### src/rtl/power_peak_detect_pkg.sv
// power_peak_detect_pkg
//   Shared definitions for the spectrum peak detector and its upstream
//   complex-power accumulator stage.
//   - state_t        : frame-tracking FSM states
//   - PPD_WIDTH      : default accumulated-power word width
//   - PPD_ORDER_LOG2 : default log2 of FFT bins per spectrum frame
package power_peak_detect_pkg;

    typedef enum logic {
        IDLE  = 1'b0,   // no frame in progress
        ACCUM = 1'b1    // frame in progress
    } state_t;

    localparam int PPD_WIDTH      = 82;
    localparam int PPD_ORDER_LOG2 = 12;

endpackage

### src/rtl/power_peak_detect_max_tracker.sv
// max_tracker
//   Compare-and-hold of the running maximum and the index where it occurred.
//   Ports:
//     clk, rst        : clock, asynchronous active-high reset
//     load            : start a new set; value becomes the maximum at index 0
//     update          : offer value/idx; taken only if strictly greater
//     value, idx      : candidate sample and its index
//     max_val,max_idx : registered maximum and its index
//     nxt_val,nxt_idx : maximum including the current candidate, so the
//                       parent can capture a final result on the same edge
module max_tracker
    import power_peak_detect_pkg::*;
#(
    parameter int WIDTH = PPD_WIDTH,
    parameter int IDX_W = PPD_ORDER_LOG2
) (
    input  logic             clk,
    input  logic             rst,
    input  logic             load,
    input  logic             update,
    input  logic [WIDTH-1:0] value,
    input  logic [IDX_W-1:0] idx,
    output logic [WIDTH-1:0] max_val,
    output logic [IDX_W-1:0] max_idx,
    output logic [WIDTH-1:0] nxt_val,
    output logic [IDX_W-1:0] nxt_idx
);

    // Strict compare: on ties the earlier (lower) index is kept.
    always_comb begin
        nxt_val = max_val;
        nxt_idx = max_idx;
        if (load) begin
            nxt_val = value;
            nxt_idx = '0;
        end else if (update && (value > max_val)) begin
            nxt_val = value;
            nxt_idx = idx;
        end
    end

    always_ff @(posedge clk or posedge rst) begin
        if (rst) begin
            max_val <= '0;
            max_idx <= '0;
        end else if (load || update) begin
            max_val <= nxt_val;
            max_idx <= nxt_idx;
        end
    end

endmodule

### src/rtl/power_peak_detect.sv
// power_peak_detect
//   Per-spectrum peak finder downstream of the complex-power accumulator.
//   Tracks the maximum power and its bin over each frame of 2^ORDER_LOG2
//   bins and publishes peak, bin and threshold flag once per full frame.
//   A frame_start arriving mid-frame aborts the partial frame (frame_short)
//   and restarts tracking from that sample.
//   Ports:
//     clk, rst     : clock, asynchronous active-high reset
//     clken        : one input bin accepted on this cycle
//     frame_start  : with clken, marks bin 0 of a frame
//     power        : unsigned accumulated bin power
//     threshold    : unsigned, sampled on the last-bin cycle
//     peak_valid   : one-cycle pulse, new result on peak_*
//     peak_power   : maximum power of the last completed frame
//     peak_bin     : bin index of that maximum
//     peak_over    : peak_power > threshold
//     frame_short  : one-cycle pulse, frame aborted by early frame_start
module power_peak_detect
    import power_peak_detect_pkg::*;
#(
    parameter int ORDER_LOG2 = PPD_ORDER_LOG2,
    parameter int WIDTH      = PPD_WIDTH
) (
    input  logic                  clk,
    input  logic                  rst,
    input  logic                  clken,
    input  logic                  frame_start,
    input  logic [WIDTH-1:0]      power,
    input  logic [WIDTH-1:0]      threshold,
    output logic                  peak_valid,
    output logic [WIDTH-1:0]      peak_power,
    output logic [ORDER_LOG2-1:0] peak_bin,
    output logic                  peak_over,
    output logic                  frame_short
);

    // bin_cnt is exactly ORDER_LOG2 bits, so all-ones is bin N-1.
    localparam logic [ORDER_LOG2-1:0] LAST_BIN = {ORDER_LOG2{1'b1}};
    localparam logic [ORDER_LOG2-1:0] ONE_BIN  = {{(ORDER_LOG2-1){1'b0}}, 1'b1};

    state_t                  state, state_nxt;
    logic [ORDER_LOG2-1:0]   bin_cnt, cnt_nxt;
    logic                    trk_load, trk_update;
    logic                    fire, short_det;
    logic [WIDTH-1:0]        trk_max_val, trk_nxt_val;
    logic [ORDER_LOG2-1:0]   trk_max_idx, trk_nxt_idx;

    max_tracker #(
        .WIDTH (WIDTH),
        .IDX_W (ORDER_LOG2)
    ) u_max_tracker (
        .clk     (clk),
        .rst     (rst),
        .load    (trk_load),
        .update  (trk_update),
        .value   (power),
        .idx     (bin_cnt),
        .max_val (trk_max_val),
        .max_idx (trk_max_idx),
        .nxt_val (trk_nxt_val),
        .nxt_idx (trk_nxt_idx)
    );

    // Next-state and control decode; clken=0 leaves everything unchanged.
    always_comb begin
        state_nxt  = state;
        cnt_nxt    = bin_cnt;
        trk_load   = 1'b0;
        trk_update = 1'b0;
        fire       = 1'b0;
        short_det  = 1'b0;
        if (clken) begin
            case (state)
                IDLE: begin
                    if (frame_start) begin
                        trk_load  = 1'b1;
                        cnt_nxt   = ONE_BIN;
                        state_nxt = ACCUM;
                    end
                end
                ACCUM: begin
                    if (frame_start) begin
                        // Early restart: drop the partial frame, this sample is bin 0.
                        trk_load  = 1'b1;
                        short_det = 1'b1;
                        cnt_nxt   = ONE_BIN;
                    end else begin
                        trk_update = 1'b1;
                        if (bin_cnt == LAST_BIN) begin
                            fire      = 1'b1;
                            cnt_nxt   = '0;
                            state_nxt = IDLE;
                        end else begin
                            cnt_nxt = bin_cnt + ONE_BIN;
                        end
                    end
                end
                default: state_nxt = IDLE;
            endcase
        end
    end

    // Output stage: the final max is taken from the tracker's next value so
    // the last bin is included without an extra cycle of latency.
    always_ff @(posedge clk or posedge rst) begin
        if (rst) begin
            state       <= IDLE;
            bin_cnt     <= '0;
            peak_valid  <= 1'b0;
            frame_short <= 1'b0;
            peak_power  <= '0;
            peak_bin    <= '0;
            peak_over   <= 1'b0;
        end else begin
            state       <= state_nxt;
            bin_cnt     <= cnt_nxt;
            peak_valid  <= fire;
            frame_short <= short_det;
            if (fire) begin
                peak_power <= trk_nxt_val;
                peak_bin   <= trk_nxt_idx;
                peak_over  <= (trk_nxt_val > threshold);
            end
        end
    end

endmodule

### config.mk
export PLATFORM = sky130hd
export DESIGN_NAME = power_peak_detect
export DESIGN_NICKNAME = d
export VERILOG_FILES = /design/src/rtl/power_peak_detect_pkg.sv /design/src/rtl/power_peak_detect_max_tracker.sv /design/src/rtl/power_peak_detect.sv
export SDC_FILE = /design/constraint.sdc
export NUM_CORES = 1
export LEC_CHECK = 0
export ABC_AREA = 1
export BUFFER_PORTS_ARGS = -buffer_cell sky130_fd_sc_hd__buf_4
export CAP_MARGIN = 20
export CORE_MARGIN = 3
export CORE_UTILIZATION = 50
export DETAILED_ROUTE_END_ITERATION = 12
export GPL_TIMING_DRIVEN = 1
export PLACE_DENSITY = 0.78
export SLEW_MARGIN = 15
export SYNTH_ARGS = -nofsm -noshare
export SYNTH_HDL_FRONTEND = slang
export SYNTH_HIERARCHICAL = 1
export SYNTH_SLANG_ARGS = --single-unit
export TNS_END_PERCENT = 30
### constraint.sdc
create_clock -name clk -period 4.5 [get_ports clk]
set_clock_uncertainty 0.15 [all_clocks]
set_input_delay 0.225 -clock clk [delete_from_list [all_inputs] [get_ports clk]]
set_output_delay 0.225 -clock clk [all_outputs]
set_load 0.05 [all_outputs]
Yosys cells after proc, flatten, opt, wreduce, memory -nomap -nowiden. Index checks and enable logic that the tools add are counted.

Bits in registers: 204. Latch bits: 0. Memory bits (writable): 0. ROM bits: 0. Input bits: 168. Word-level logic and storage cells: 40. Memories: 0.

Add/subtract/negate cells: 1. Multipliers: 0. Divide/modulo/power cells: 0. $lt $le $gt $ge: 2. Eq/ne operators: 2. Shifts and indexed selects: 0. Mux-type cells: 22. Bitwise gates (word level): 1. Reductions and logical operators: 3.

Operator list (number): 82-bit > comparator (2); 82-bit 2-to-1 mux (2); 12-bit 2-to-1 mux (5); 12-bit one-hot mux with 2 select lines (1); 1-bit 2-to-1 mux (13); 12-bit by 1-bit adder with 12-bit output, second input constant (1); 12-bit equality test, second input constant (1); 2-bit inequality test, second input constant (1); 1-bit one-hot mux with 2 select lines (1); 2-bit AND reduction (1); 1-bit logical AND (1); 1-bit logical OR (1); 1-bit NOT (1).

Depth between registers and ports, before layout.
Depth in word-level cells: 7. Gate-level depth with buffers: 32. Mapped depth without buffers: 31.

Cells and area by module. Netlist, hierarchy kept.

Modules (own cells, without submodules): max_tracker (times used 1, cells an instance 915, area each 7686.1 um^2, sequential area each 2352.3 um^2); power_peak_detect (times used 1, cells an instance 868, area each 6643.9 um^2, sequential area each 2752.6 um^2).

Worst setup path after synthesis. No wires, ideal clock.

Path kind: register to register. Start point: register u_max_tracker.max_val[63]. End point: register peak_over. Library setup time: 66 ps. Arrival time: 3046 ps. Slack: 1238 ps. Stages on the path, launching flop included: 30. Path buffers: 2. Clock period less this slack: 3262 ps. Cell sequence: dfrtp_1 -> inv_1 -> ha_1 -> nand2_1 -> nor2_2 -> and2_2 -> nand2_2 -> nor2_2 -> nand3_1 -> nor2_2 -> nand2_2 -> nand3_4 -> nand2_4 -> buf_8 -> buf_6 -> nand3_2 -> nand2_1 -> ha_1 -> nand2_1 -> inv_1 -> nand2_1 -> nor2_1 -> nand2_1 -> nor2_1 -> nand2_1 -> nor2_1 -> nand2_1 -> nand3_1 -> nand2_1 -> nand2_1.

Cells in the longest elaborated chain, start to end: 5.

Ends and longest elaborated chain: start: declaration (line power_peak_detect_max_tracker.sv:23) `output logic [WIDTH-1:0] max_val,`; start signal: assignment (line power_peak_detect_max_tracker.sv:47) `max_val <= nxt_val;`; 82-bit > comparator (line power_peak_detect_max_tracker.sv:36) `end else if (update && (value > max_val)) begin`; 1-bit logical AND (line power_peak_detect_max_tracker.sv:36); 82-bit 2-to-1 mux (line power_peak_detect_max_tracker.sv:36); 82-bit 2-to-1 mux (line power_peak_detect_max_tracker.sv:33) `if (load) begin`; net trk_nxt_val[49] (line power_peak_detect.sv:45) `logic [WIDTH-1:0] trk_max_val, trk_nxt_val;`; 82-bit > comparator (line power_peak_detect.sv:122) `peak_over <= (trk_nxt_val > threshold);`; end signal: assignment (line power_peak_detect.sv:122); end: declaration (line power_peak_detect.sv:33) `output logic peak_over,`.

The timed path passes the listed nets, and every way through them passes these cells. A chain may end at the register's enable or synchronous reset.

Final worst setup path.
Start point: register u_max_tracker.max_val[17]. End point: register peak_over.

Same word-level chain as after synthesis.

==> run_results.csv <==
group,metric,value,unit
cells_and_area,fin_area,18300,um^2
cts,cts_tree,"yes",
detailed_routing,first_iter_violations,750,
timing,worst_pin_slew,0.881,ns
worst_setup_path,required,4.82,ns
floorplanning,coreArea,28000,um^2
worst_setup_path,crit_family,"simple AND/OR/NAND/NOR gates",
power_and_ir_drop,vdd_drop_max,0.252,mV
power_and_ir_drop,power_density,336,nW/um^2
floorplanning,std_cell_rows,61,
worst_setup_path,cp_num_buf_inv,4,
synth,async_reset_ff_share,100,%
placement,placed_cell_area,16600,um^2
detailed_routing,post_drt_wl_per_cell,16.0,um
hold_path,min_path_type,"in2async",
worst_setup_path,crit_start,"u_max_tracker/max_val[17]$_DFFE_PP0P_",
timing,fin_crit,4.19,ns
timing,rsz0062_at_grt,"false",
cts,cts_made_buffers,25,
global_route,antenna_found_initial,3,
floorplanning,die_w,175,um
run_status,outcome,"complete, no violations",
floorplanning,die_height,175,um
worst_setup_path,worst_ep_arrival_time,4.51,ns
placement,hpwlAfterDp,29500,um
cells_and_area,fillers,2239,
synth,syn_avg_cell_area,8.04,um^2
worst_setup_path,max_stage_delay,0.36,ns
cts,root_buffer,"clkbuf_16",
floorplanning,initial_core_util,51.2,%
detailed_routing,firstDrtPassIters,6,
placement,gp_congestion,0.875,
detailed_routing,drtAntennaViolNets,0,
cts,htree_levels,1,
timing,drv_slew,0,
cells_and_area,area_delta_synth_final,27.4,%
worst_setup_path,crit_top_cell,"nand2_1",
power_and_ir_drop,p_leak,0.0109,uW
cts,clkSlewWorstSetupHoldPaths,0.06,ns
cts,insertion_delay,0.53,ns
synth,synth-seq-cells,204,
synth,synth_flop_cell,"dfrtp_1",
synth,synth_edf_count,0,
placement,portBuffers,264,
worst_setup_path,crit_type,"reg2reg",
timing,maxSlewHeadroom,41.3,%
global_route,track_usage,26.1,%
global_route,use_met2,45.7,%
synth,synth_nets,2116,
timing,clock.fmax,239,MHz
timing,finalHoldViolCount,0,
cells_and_area,drive_gt1_share,24.5,%
worst_setup_path,r2r-end,"peak_over$_DFFE_PP0P_",
synth,yosys.cell_types.count,44,
timing,setup_violations,0,
detailed_routing,viasPerCell,5.07,
cts,clock-sinks,204,
global_route,use_met1,32.1,%
cells_and_area,finalNetCount,2462,
floorplanning,dieArea,30700,um^2
global_route,overflow,0,
worst_setup_path,cp-start-kind,"flip-flop",
worst_setup_path,crit_slowest_cell,"dfrtp_1",
synth,netlist_area,14300,um^2
detailed_routing,vias,12805,
synth,yosysSeqAreaShare,35.6,%
worst_setup_path,cp_max_fo,25,
global_route,use_met3,5.38,%
worst_setup_path,rr_worst_depth,26,
cts,cts_buffer_depth,3,
worst_setup_path,rr_startpoint,"u_max_tracker/max_val[17]$_DFFE_PP0P_",
global_route,grt_pass1_wl,65400,um
synth,synth_warnings,6,
timing,period_share,93.1,%
detailed_routing,drc_errors,0,
global_route,top_usage_layer,"met2",
synth,syn_inst,1783,
worst_setup_path,r2r_setup_slack,0.31,ns
global_route,grt_max_degree,64,
floorplanning,io_pins,265,
global_route,grt_pass1_vias,13294,
run,maxCapViolations,0,
worst_setup_path,worstSetupEndpointType,"flip-flop",
detailed_routing,routed_wl,40400,um
timing,setup_tns,0,ns
[cell families after synthesis]
kind of cell | share of synthesized area [%]
buffers and inverters | 9.91
adders and majority gates | 14.4
xor gates and xnor gates | 0.0611
AOI/OAI and AO/OA | 4.69
DFF | 35.6
and+or+nand+nor | 35.3
[cell type report]
class,instances,area (um^2),area share [%]
clock inverters,10,116,0.638
multi-input cells,1280,7810,42.8
clock buffers,33,706,3.87
diodes,3,7.51,0.0411
flip-flops and latches,204,5100,28.0
well taps,378,473,2.59
repair buffers,370,3090,16.9
inverters,248,940,5.15
[flip-flops by register name, indices dropped and copies added (netlist names)]
register	flops
bin_cnt	12
frame_short	1
peak_bin	12
peak_over	1
peak_power	82
peak_valid	1
state	1
u_max_tracker/max_idx	12
u_max_tracker/max_val	82
[metal layers]
layer / part of all wire [%] / vias up
met5: 0 / -
met4: 3.2 / 0
met3: 6.5 / 89
met2: 49 / 393
met1: 41 / 6053
li1: - / 6270
[layout by cell type, fill, tap and decap left out, types with 6 or more instances in the layout]
| cell | instances |
|---|---|
| a21oi_1 | 82 |
| inv_1 | 236 |
| nor2_2 | 9 |
| nand2_1 | 660 |
| inv_2 | 8 |
| nand3_1 | 32 |
| dlygate4sd3_1 | 85 |
| a21o_1 | 9 |
| nand3_2 | 81 |
| nor2_1 | 87 |
| dfrtp_1 | 204 |
| clkbuf_16 | 25 |
| nand4_1 | 11 |
| buf_4 | 277 |
| nor3_1 | 6 |
| nand2_4 | 82 |
| buf_12 | 8 |
| ha_1 | 165 |
| o21ai_0 | 15 |
[timing repair]
| action | in CTS | in global routing |
|---|---|---|
| setup buffers | 0 | 0 |
| endpoints found under the setup margin | 0 | 1 |
| endpoints found under the hold margin | 270 | 0 |
| hold buffers | 85 | 0 |
| gates resized for setup | 0 | 2 |
[synthesized netlist by cell type (2+ instances only)]
cell type  count  area share (%)
nand2_4       82             6.4
nor2_1        87             2.3
buf_2          9            0.31
nand3_1       32             1.1
buf_1          9            0.24
nor4_1         3            0.13
nand3_2       81             5.7
nor3_2         3            0.21
buf_12         9             1.3
nand2_2        5            0.22
o21bai_1       3            0.16
buf_8          7            0.73
inv_2          8            0.21
a211oi_1       2            0.10
nor3_1         7            0.24
buf_6          8            0.63
nor2_2         9            0.39
ha_1         165              14
o21a_1         3            0.16
o22ai_1        2           0.087
clkbuf_1       9            0.24
o21ai_0       15            0.52
o21ai_1        2           0.070
a21o_1         9            0.47
nand3b_1       3            0.16
nand2_1      660              17
nor2_4         3            0.24
a21oi_1       82             2.9
dfrtp_1      204              36
nand4_1       11            0.48
inv_1        238             6.2
[how the worst max path moves through the flow]
stage / endpoint / slack (ns) / cells past startpoint
finish: peak_over$_DFFE_PP0P_ / 0.31 / 26
global route: peak_over$_DFFE_PP0P_ / 0.009 / 24
CTS: peak_over$_DFFE_PP0P_ / 0.27 / 25
detailed placement: peak_over$_DFFE_PP0P_ / 0.29 / 25
global placement: peak_over$_DFFE_PP0P_ / 0.38 / 24
floorplan: bin_cnt[0]$_DFFE_PP0P_ / 1.22 / 1
[metrics by stage]
| stage | utilization (%) | total power [uW] | setup slack (ns) | instances | hold slack (ns) |
|---|---|---|---|---|---|
| floorplan | - | 3500 | 1.22 | 1783 | 0.180 |
| global placement | 59.1 | 3940 | 0.379 | 2395 | 0.199 |
| detailed placement | 59.1 | 4020 | 0.286 | 2395 | 0.200 |
| CTS | 65.1 | 6150 | 0.274 | 2523 | 0.190 |
| global route | 65.2 | 6540 | 0.00945 | 2526 | 0.240 |
| finish | 65.2 | 6120 | 0.311 | 2526 | 0.191 |
[power breakdown]
group          total (uW)  internal (uW)  switching [uW]
sequential           2150           2020             124
clock                2040           1210             823
combinational        1940            779            1160
total                6120           4010            2110
[worst reg2reg max path, cell delays in order (launching register included)]
cell and delay (ns):
dfrtp_1 0.36, inv_1 0.05, ha_1 0.28, nand2_1 0.09, inv_2 0.06, nand3_1 0.10, nor4_1 0.27, buf_4 0.18
nand3b_1 0.08, nor2_2 0.17, nor2_4 0.13, nand2_4 0.16, nand2_8 0.14, buf_12 0.23, nand2_1 0.14, nand2_1 0.08
ha_1 0.30, nand2_1 0.09, nor2_1 0.29, nand3_1 0.13, nor2_1 0.15, nand4_1 0.14, nor2_1 0.13, nand2_1 0.07
nand3_1 0.08, nand2_1 0.05, nand2_1 0.05
Power figures use the tool's default switching activity.
